==> config.mk <==
export PLATFORM = sky130hd
export DESIGN_NAME = sargantana_icache_line_fill
export DESIGN_NICKNAME = d
export VERILOG_FILES = /design/src/rtl/sargantana_icache_line_fill_pkg.sv /design/src/rtl/sargantana_icache_line_fill_victim.sv /design/src/rtl/sargantana_icache_line_fill.sv
export SDC_FILE = /design/constraint.sdc
export NUM_CORES = 1
export LEC_CHECK = 0
export ABC_AREA = 1
export CORE_AREA = 2 2 292 294
export DETAILED_ROUTE_END_ITERATION = 10
export DIE_AREA = 0 0 294 296
export PLACE_DENSITY = 0.56
export REMOVE_ABC_BUFFERS = 1
export SYNTH_ARGS = -nofsm -noshare
export SYNTH_HDL_FRONTEND = slang
export SYNTH_HIERARCHICAL = 1
export SYNTH_SLANG_ARGS = --single-unit
==> constraint.sdc <==
create_clock -name clk_i -period 2.56 [get_ports clk_i]
set_clock_uncertainty 0.2 [all_clocks]
set_input_delay 0.256 -clock clk_i [delete_from_list [all_inputs] [get_ports clk_i]]
set_output_delay 0.256 -clock clk_i [all_outputs]
set_load 0.005 [all_outputs]
==> src/rtl/sargantana_icache_line_fill_pkg.sv <==
// Shared types and default geometry for the instruction-cache line refill engine.
package sargantana_icache_line_fill_pkg;

    localparam int unsigned LFILL_TAG_WIDHT  = 20;
    localparam int unsigned LFILL_IDX_WIDTH  = 6;
    localparam int unsigned LFILL_WAY_WIDHT  = 512;
    localparam int unsigned LFILL_BEAT_WIDTH = 128;
    localparam int unsigned N_BEATS          = LFILL_WAY_WIDHT / LFILL_BEAT_WIDTH;

    typedef logic [LFILL_TAG_WIDHT+LFILL_IDX_WIDTH-1:0] line_addr_t;

    typedef enum logic [2:0] {
        LFILL_IDLE,
        LFILL_REQ,
        LFILL_RECV,
        LFILL_WRITE,
        LFILL_DRAIN
    } lfill_state_t;

endpackage

==> src/rtl/sargantana_icache_line_fill_victim.sv <==
// Victim way picker: lowest invalid way, else a round-robin pointer that only
// advances when a write actually consumed it.
module sargantana_icache_lfill_victim #(
    parameter int unsigned N_WAY = 4
) (
    input  logic             clk_i,
    input  logic             rstn_i,
    input  logic [N_WAY-1:0] valid_bits_i,
    input  logic             advance_i,
    output logic [N_WAY-1:0] victim_o
);

    localparam int unsigned PTR_W = $clog2(N_WAY);

    logic [PTR_W-1:0] rr_d, rr_q;
    logic             all_valid;

    assign all_valid = &valid_bits_i;

    always_comb begin
        victim_o = '0;
        // Scan downward so the lowest-index invalid way is the one that sticks.
        for (int i = int'(N_WAY) - 1; i >= 0; i--) begin
            if (!valid_bits_i[i]) begin
                victim_o    = '0;
                victim_o[i] = 1'b1;
            end
        end
        if (all_valid) begin
            victim_o = N_WAY'(1) << rr_q;
        end
    end

    always_comb begin
        rr_d = rr_q;
        if (advance_i && all_valid) begin
            rr_d = rr_q + PTR_W'(1);
        end
    end

    always_ff @(posedge clk_i) begin
        if (!rstn_i) begin
            rr_q <= '0;
        end else begin
            rr_q <= rr_d;
        end
    end

endmodule

==> src/rtl/sargantana_icache_line_fill.sv <==
// Instruction-cache refill engine: one outstanding miss, beat collection into a
// line buffer, then a single-cycle tag/data/valid write to the chosen way.
module sargantana_icache_line_fill
    import sargantana_icache_line_fill_pkg::*;
#(
    parameter bit          LINES_256    = 1'b0,
    parameter int unsigned ICACHE_N_WAY = 4,
    parameter int unsigned TAG_WIDHT    = LFILL_TAG_WIDHT,
    parameter int unsigned IDX_WIDTH    = LFILL_IDX_WIDTH,
    parameter int unsigned WAY_WIDHT    = LFILL_WAY_WIDHT,
    parameter int unsigned BEAT_WIDTH   = LFILL_BEAT_WIDTH
) (
    input  logic                           clk_i,
    input  logic                           rstn_i,
    input  logic                           miss_valid_i,
    output logic                           miss_ready_o,
    input  logic [TAG_WIDHT-1:0]           miss_tag_i,
    input  logic [IDX_WIDTH-1:0]           miss_idx_i,
    input  logic [ICACHE_N_WAY-1:0]        way_valid_bits_i,
    input  logic                           kill_i,
    output logic                           req_valid_o,
    input  logic                           req_ready_i,
    output logic [TAG_WIDHT+IDX_WIDTH-1:0] req_addr_o,
    input  logic                           resp_valid_i,
    input  logic [BEAT_WIDTH-1:0]          resp_data_i,
    input  logic                           resp_err_i,
    output logic [ICACHE_N_WAY-1:0]        we_o,
    output logic [IDX_WIDTH-1:0]           wr_idx_o,
    output logic [TAG_WIDHT-1:0]           wr_tag_o,
    output logic [WAY_WIDHT-1:0]           wr_data_o,
    output logic [ICACHE_N_WAY-1:0]        valid_set_o,
    output logic                           done_o,
    output logic                           err_o
);

    localparam int unsigned LINE_W = LINES_256 ? 256 : WAY_WIDHT;
    localparam int unsigned NB     = LINE_W / BEAT_WIDTH;
    localparam int unsigned CNT_W  = (NB > 1) ? $clog2(NB) : 1;

    lfill_state_t            state_d, state_q;
    logic [TAG_WIDHT-1:0]    tag_d, tag_q;
    logic [IDX_WIDTH-1:0]    idx_d, idx_q;
    logic [ICACHE_N_WAY-1:0] vbits_d, vbits_q;
    logic [CNT_W-1:0]        beat_d, beat_q;
    logic                    err_d, err_q;
    logic                    err_pulse_d, err_pulse_q;
    logic [LINE_W-1:0]       line_d, line_q;
    logic                    last_beat;
    logic                    err_any;
    logic [ICACHE_N_WAY-1:0] victim;

    assign last_beat = (beat_q == CNT_W'(NB - 1));
    assign err_any   = err_q | resp_err_i;

    sargantana_icache_lfill_victim #(
        .N_WAY (ICACHE_N_WAY)
    ) u_victim (
        .clk_i        (clk_i),
        .rstn_i       (rstn_i),
        .valid_bits_i (vbits_q),
        .advance_i    (state_q == LFILL_WRITE),
        .victim_o     (victim)
    );

    always_comb begin
        state_d     = state_q;
        tag_d       = tag_q;
        idx_d       = idx_q;
        vbits_d     = vbits_q;
        beat_d      = beat_q;
        err_d       = err_q;
        err_pulse_d = 1'b0;
        line_d      = line_q;
        case (state_q)
            LFILL_IDLE: begin
                if (miss_valid_i) begin
                    tag_d   = miss_tag_i;
                    idx_d   = miss_idx_i;
                    vbits_d = way_valid_bits_i;
                    beat_d  = '0;
                    err_d   = 1'b0;
                    state_d = LFILL_REQ;
                end
            end
            LFILL_REQ: begin
                if (req_ready_i) begin
                    state_d = kill_i ? LFILL_DRAIN : LFILL_RECV;
                end else if (kill_i) begin
                    state_d = LFILL_IDLE;
                end
            end
            LFILL_RECV: begin
                if (resp_valid_i) begin
                    line_d[int'(beat_q)*BEAT_WIDTH +: BEAT_WIDTH] = resp_data_i;
                    beat_d = beat_q + CNT_W'(1);
                    err_d  = err_any;
                    if (last_beat) begin
                        // A kill on the final beat simply drops the line.
                        if (kill_i) begin
                            state_d = LFILL_IDLE;
                        end else if (err_any) begin
                            state_d     = LFILL_IDLE;
                            err_pulse_d = 1'b1;
                        end else begin
                            state_d = LFILL_WRITE;
                        end
                    end else if (kill_i) begin
                        state_d = LFILL_DRAIN;
                    end
                end else if (kill_i) begin
                    state_d = LFILL_DRAIN;
                end
            end
            LFILL_DRAIN: begin
                if (resp_valid_i) begin
                    beat_d = beat_q + CNT_W'(1);
                    if (last_beat) begin
                        state_d = LFILL_IDLE;
                    end
                end
            end
            LFILL_WRITE: begin
                state_d = LFILL_IDLE;
            end
            default: begin
                state_d = LFILL_IDLE;
            end
        endcase
    end

    always_ff @(posedge clk_i) begin
        if (!rstn_i) begin
            state_q     <= LFILL_IDLE;
            tag_q       <= '0;
            idx_q       <= '0;
            vbits_q     <= '0;
            beat_q      <= '0;
            err_q       <= 1'b0;
            err_pulse_q <= 1'b0;
            line_q      <= '0;
        end else begin
            state_q     <= state_d;
            tag_q       <= tag_d;
            idx_q       <= idx_d;
            vbits_q     <= vbits_d;
            beat_q      <= beat_d;
            err_q       <= err_d;
            err_pulse_q <= err_pulse_d;
            line_q      <= line_d;
        end
    end

    assign miss_ready_o = (state_q == LFILL_IDLE);
    assign req_valid_o  = (state_q == LFILL_REQ);
    assign req_addr_o   = {tag_q, idx_q};
    assign done_o       = (state_q == LFILL_WRITE);
    assign we_o         = done_o ? victim : '0;
    assign valid_set_o  = we_o;
    assign wr_idx_o     = idx_q;
    assign wr_tag_o     = tag_q;
    assign wr_data_o    = WAY_WIDHT'(line_q);
    assign err_o        = err_pulse_q;

endmodule

==> impl_results.md <==
- Final cycle utilization of the critical path: 0.965
- Number of enable-type register cells in the synthesized netlist: 0
- Number of antenna violations at the first check in global routing: 2
- Clock buffer depth: 3
- Post-Route Setup TNS: 0 ps
- Critical path peak fanout: 5
- Worst slew margin: 0.518
- Total power density per cell area: 638 mW/mm²
- Cell variety after synth: 26
- Maximum frequency from static timing analysis: 405 MHz
- Stages on worst setup path: 4
- WP data arrival: 2010 ps
- Global router's overall resource usage: 0.220
- Clock Sinks: 551
- Global route overflow: 0
- Element type at the critical path end: primary output
- DRT iter0 DRCs: 1724
- Endpoint of the lowest-slack register-to-register path: wr_data_o[173]
- Number of H-tree branching levels: 3
- Drt total wl: 101000 µm
- Core ar.: 0.0842 mm²
- Sequential element share of the synthesized area: 0.474
- Proportion of register bits with asynchronous set or reset after synthesis: 0
- Final hold violations: 0
- Sw frac: 0.279
- Mapped Avg Cell Area: 7.28 µm²
- Number of search-and-repair iterations in the first detailed-routing pass: 5
- Dominant synthesized flop cell: sky130_fd_sc_hd__dfxtp_1
- Portion of total power attributed to combinational logic: 0.139
- Site row count: 107
- Initial standard-cell utilization of the core: 0.277
- Number of buffers created by CTS: 68
- Worst stage delay on the critical path: 560 ps
- Part of the power in the clock network: 0.463
- GPL Wtd Cong: 0.835
- Critical path capture point: done_o
- Final number of max-transition violations: 0
- Tightest Hold Check Type: input port to flip-flop
- Count of antenna-violating nets left after detailed routing: 0
- Number of warnings issued by yosys: 6
- Data required time of the worst path: 2100 ps
- Wire length of the first global-routing pass: 148000 µm
- Startpoint of the most critical register-to-register path: beat_q[1]
- Unrepaired setup endpoints after global routing: false
- Number of nets at the end of the flow: 3970
- Minimum period implied by the final worst setup slack: 2470 ps
- Register bit count reported by yosys: 551
- Largest net degree at the start of global routing: 106
- Root buffer selected by CTS: sky130_fd_sc_hd__clkbuf_16
- Post-route standard cell area excluding fillers: 0.0344 mm²
- List of cells traversed by the critical path: inv_2, nor3_4, buf_4, clkdlybuf4s50_1
- Cell with the largest stage delay on the worst path: sky130_fd_sc_hd__clkdlybuf4s50_1
- Setup violation total in the final timing report: 0
- Clock Latency Late Sink: 610 ps
- Growth of design area from synthesis to finish: 47.6%
- Number of global-route vias before repair: 22691
- Cells after Synth: 3201
- Routed via count divided by cell count: 4.95
- Net switching component of the power: 0.00611 W
- Area share of the largest cell type after synthesis: 0.474
- Most instantiated library cell after synthesis: sky130_fd_sc_hd__nand2_1
- Biggest area consumer among synthesized cells: sky130_fd_sc_hd__dfxtp_1
- Maximum vdd drop: 0.000436 V
- Flop2flop setup slack: 280 ps
- Worst setup path class: flip-flop to primary output
- Worst-case reg-to-reg path depth: 8
- Via count of the routed design: 24450
- Static leakage: 11.8 nW
- Overall die width: 294 µm
- Detailed Place HPWL: 66500 µm
- Port Buf Inserts: 740
- I/O pins: 741
- Die area: 0.0870 mm²
- # Max-Cap Violations: 0
- Clk slew on worst S/H paths: 60 ps
- Area of placed instances: 0.0317 mm²
- Die Ht: 296 µm
- Synth top area cells: sky130_fd_sc_hd__dfxtp_1 47%, sky130_fd_sc_hd__nand2_1 12%, sky130_fd_sc_hd__a21oi_1 12%
- Netlist area before placement: 0.0233 mm²
- Most frequent cells after synthesis: 744 x sky130_fd_sc_hd__nand2_1, 551 x sky130_fd_sc_hd__dfxtp_1, 550 x sky130_fd_sc_hd__a21oi_1, 321 x sky130_fd_sc_hd__nand3_1, 223 x sky130_fd_sc_hd__nor2_1
- Outcome: completed
- DRC Markers: 0
- Critical path's top delay family: buffers and inverters
- TritonCTS clock tree: built
- Type of element launching the critical path: flip-flop
- Power share of the sequential group: 0.398
- Measured slew at the worst slew-check pin: 723 ps
- Share of post-route cells with drive strength above 1: 0.0637
- CP Buf/Inv Count: 3
- WL/cell: 20.4 µm
- Internal power consumption: 0.0158 W
- Launch point of the critical path: state_q[0]
## per-layer routing
layer / wire, µm / global-route usage / share of wire
met1: 41800 / 0.277 / 0.42
met2: 48100 / 0.364 / 0.48
met3: 7500 / 0.0520 / 0.074
met4: 3400 / 0.0803 / 0.034
met5: 11 / 0 / 0.00011
## cells by family after synthesis
family	synth area share
and+or+nand+nor	0.302
DFF	0.474
adders and majority gates	0.00537
buffers and inverters	0.0990
AOI/OAI and AO/OA	0.120
## final cells by class
| class | count | area, µm² |
|---|---|---|
| fill | 8630 | 49800 |
| sequential | 551 | 11000 |
| multi-input combinational | 2172 | 10100 |
| timing repair buffer | 862 | 8970 |
| clock buffer | 92 | 1950 |
| tap | 1090 | 1360 |
| inverter | 140 | 536 |
| clock inverter | 27 | 383 |
| antenna | 1 | 2.50 |
## state kept, by name, indices dropped and copies added, names as in the netlist
name           flops
beat_q             2
err_o              1
err_q              1
state_q            3
u_victim/rr_q      2
vbits_q            4
wr_data_o        512
wr_idx_o           6
wr_tag_o          20
## through the flow
step / hold slack, ps / total power (W) / instances / utilization / setup slack, ps
final: 35.2 / 0.0219 / 4935 / 0.408 / 90.6
after global routing: 31.8 / 0.0227 / 4935 / 0.408 / 12.5
after CTS: 0.853 / 0.0222 / 4934 / 0.408 / 2.16
after detailed placement: 251 / 0.0119 / 4787 / 0.376 / 132
after global placement: 248 / 0.0119 / 4787 / 0.376 / 182
after floorplan: 132 / 0.0100 / 2863 / - / -8890
## worst min-delay path by stage
stage,from,to,slack [ps],depth (start not counted)
2_1_floorplan,kill_i,err_o,130,1
3_3_place_gp,wr_data_o[467],wr_data_o[467],250,2
3_5_place_dp,wr_data_o[152],wr_data_o[152],250,2
4_1_cts,miss_tag_i[4],wr_tag_o[4],0.9,3
5_1_grt,miss_tag_i[4],wr_tag_o[4],30,3
6_report,way_valid_bits_i[2],vbits_q[2],40,3
## tightest hold or removal path, cell delays in order
cell                              delay (ps)
sky130_fd_sc_hd__clkdlybuf4s50_1         400
sky130_fd_sc_hd__nand2_1                  90
sky130_fd_sc_hd__a21oi_1                  60
## cell usage in the layout, fill, tap and decap left out, drive strengths merged
cell           instances
o21bai                 1
dlygate4sd3           27
dlymetal6s2s           3
buf                   96
clkinv                15
diode                  1
dfxtp                551
nand2                749
o211ai                 1
nor4                   1
ha                    10
nand3                321
dlygate4sd2            3
nor2                 227
clkbuf                92
a21oi                550
nor3                 165
clkdlybuf4s50        733
and2                   1
bufinv                 8
inv                  142
o21ai                  4
nand4                142
clkinvlp               2
## power by group through the flow
stage | logic, W | registers, W | clock network, W
floorplan | 0.00107 | 0.00895 | 0
global placement | 0.00303 | 0.00890 | 0
detailed placement | 0.00302 | 0.00890 | 0
CTS | 0.00307 | 0.00872 | 0.0104
global route | 0.00324 | 0.00872 | 0.0108
finish | 0.00304 | 0.00872 | 0.0102
## timing repair
action                     4_1_cts  5_1_grt
setup endpoints to repair       11        5
gates resized for setup         24        6
pin swaps                        2        1
hold buffers                    27        0
buffers inserted                 1        0
hold endpoints to repair        39        0
No activity file was read; power rests on OpenSTA's default activity.
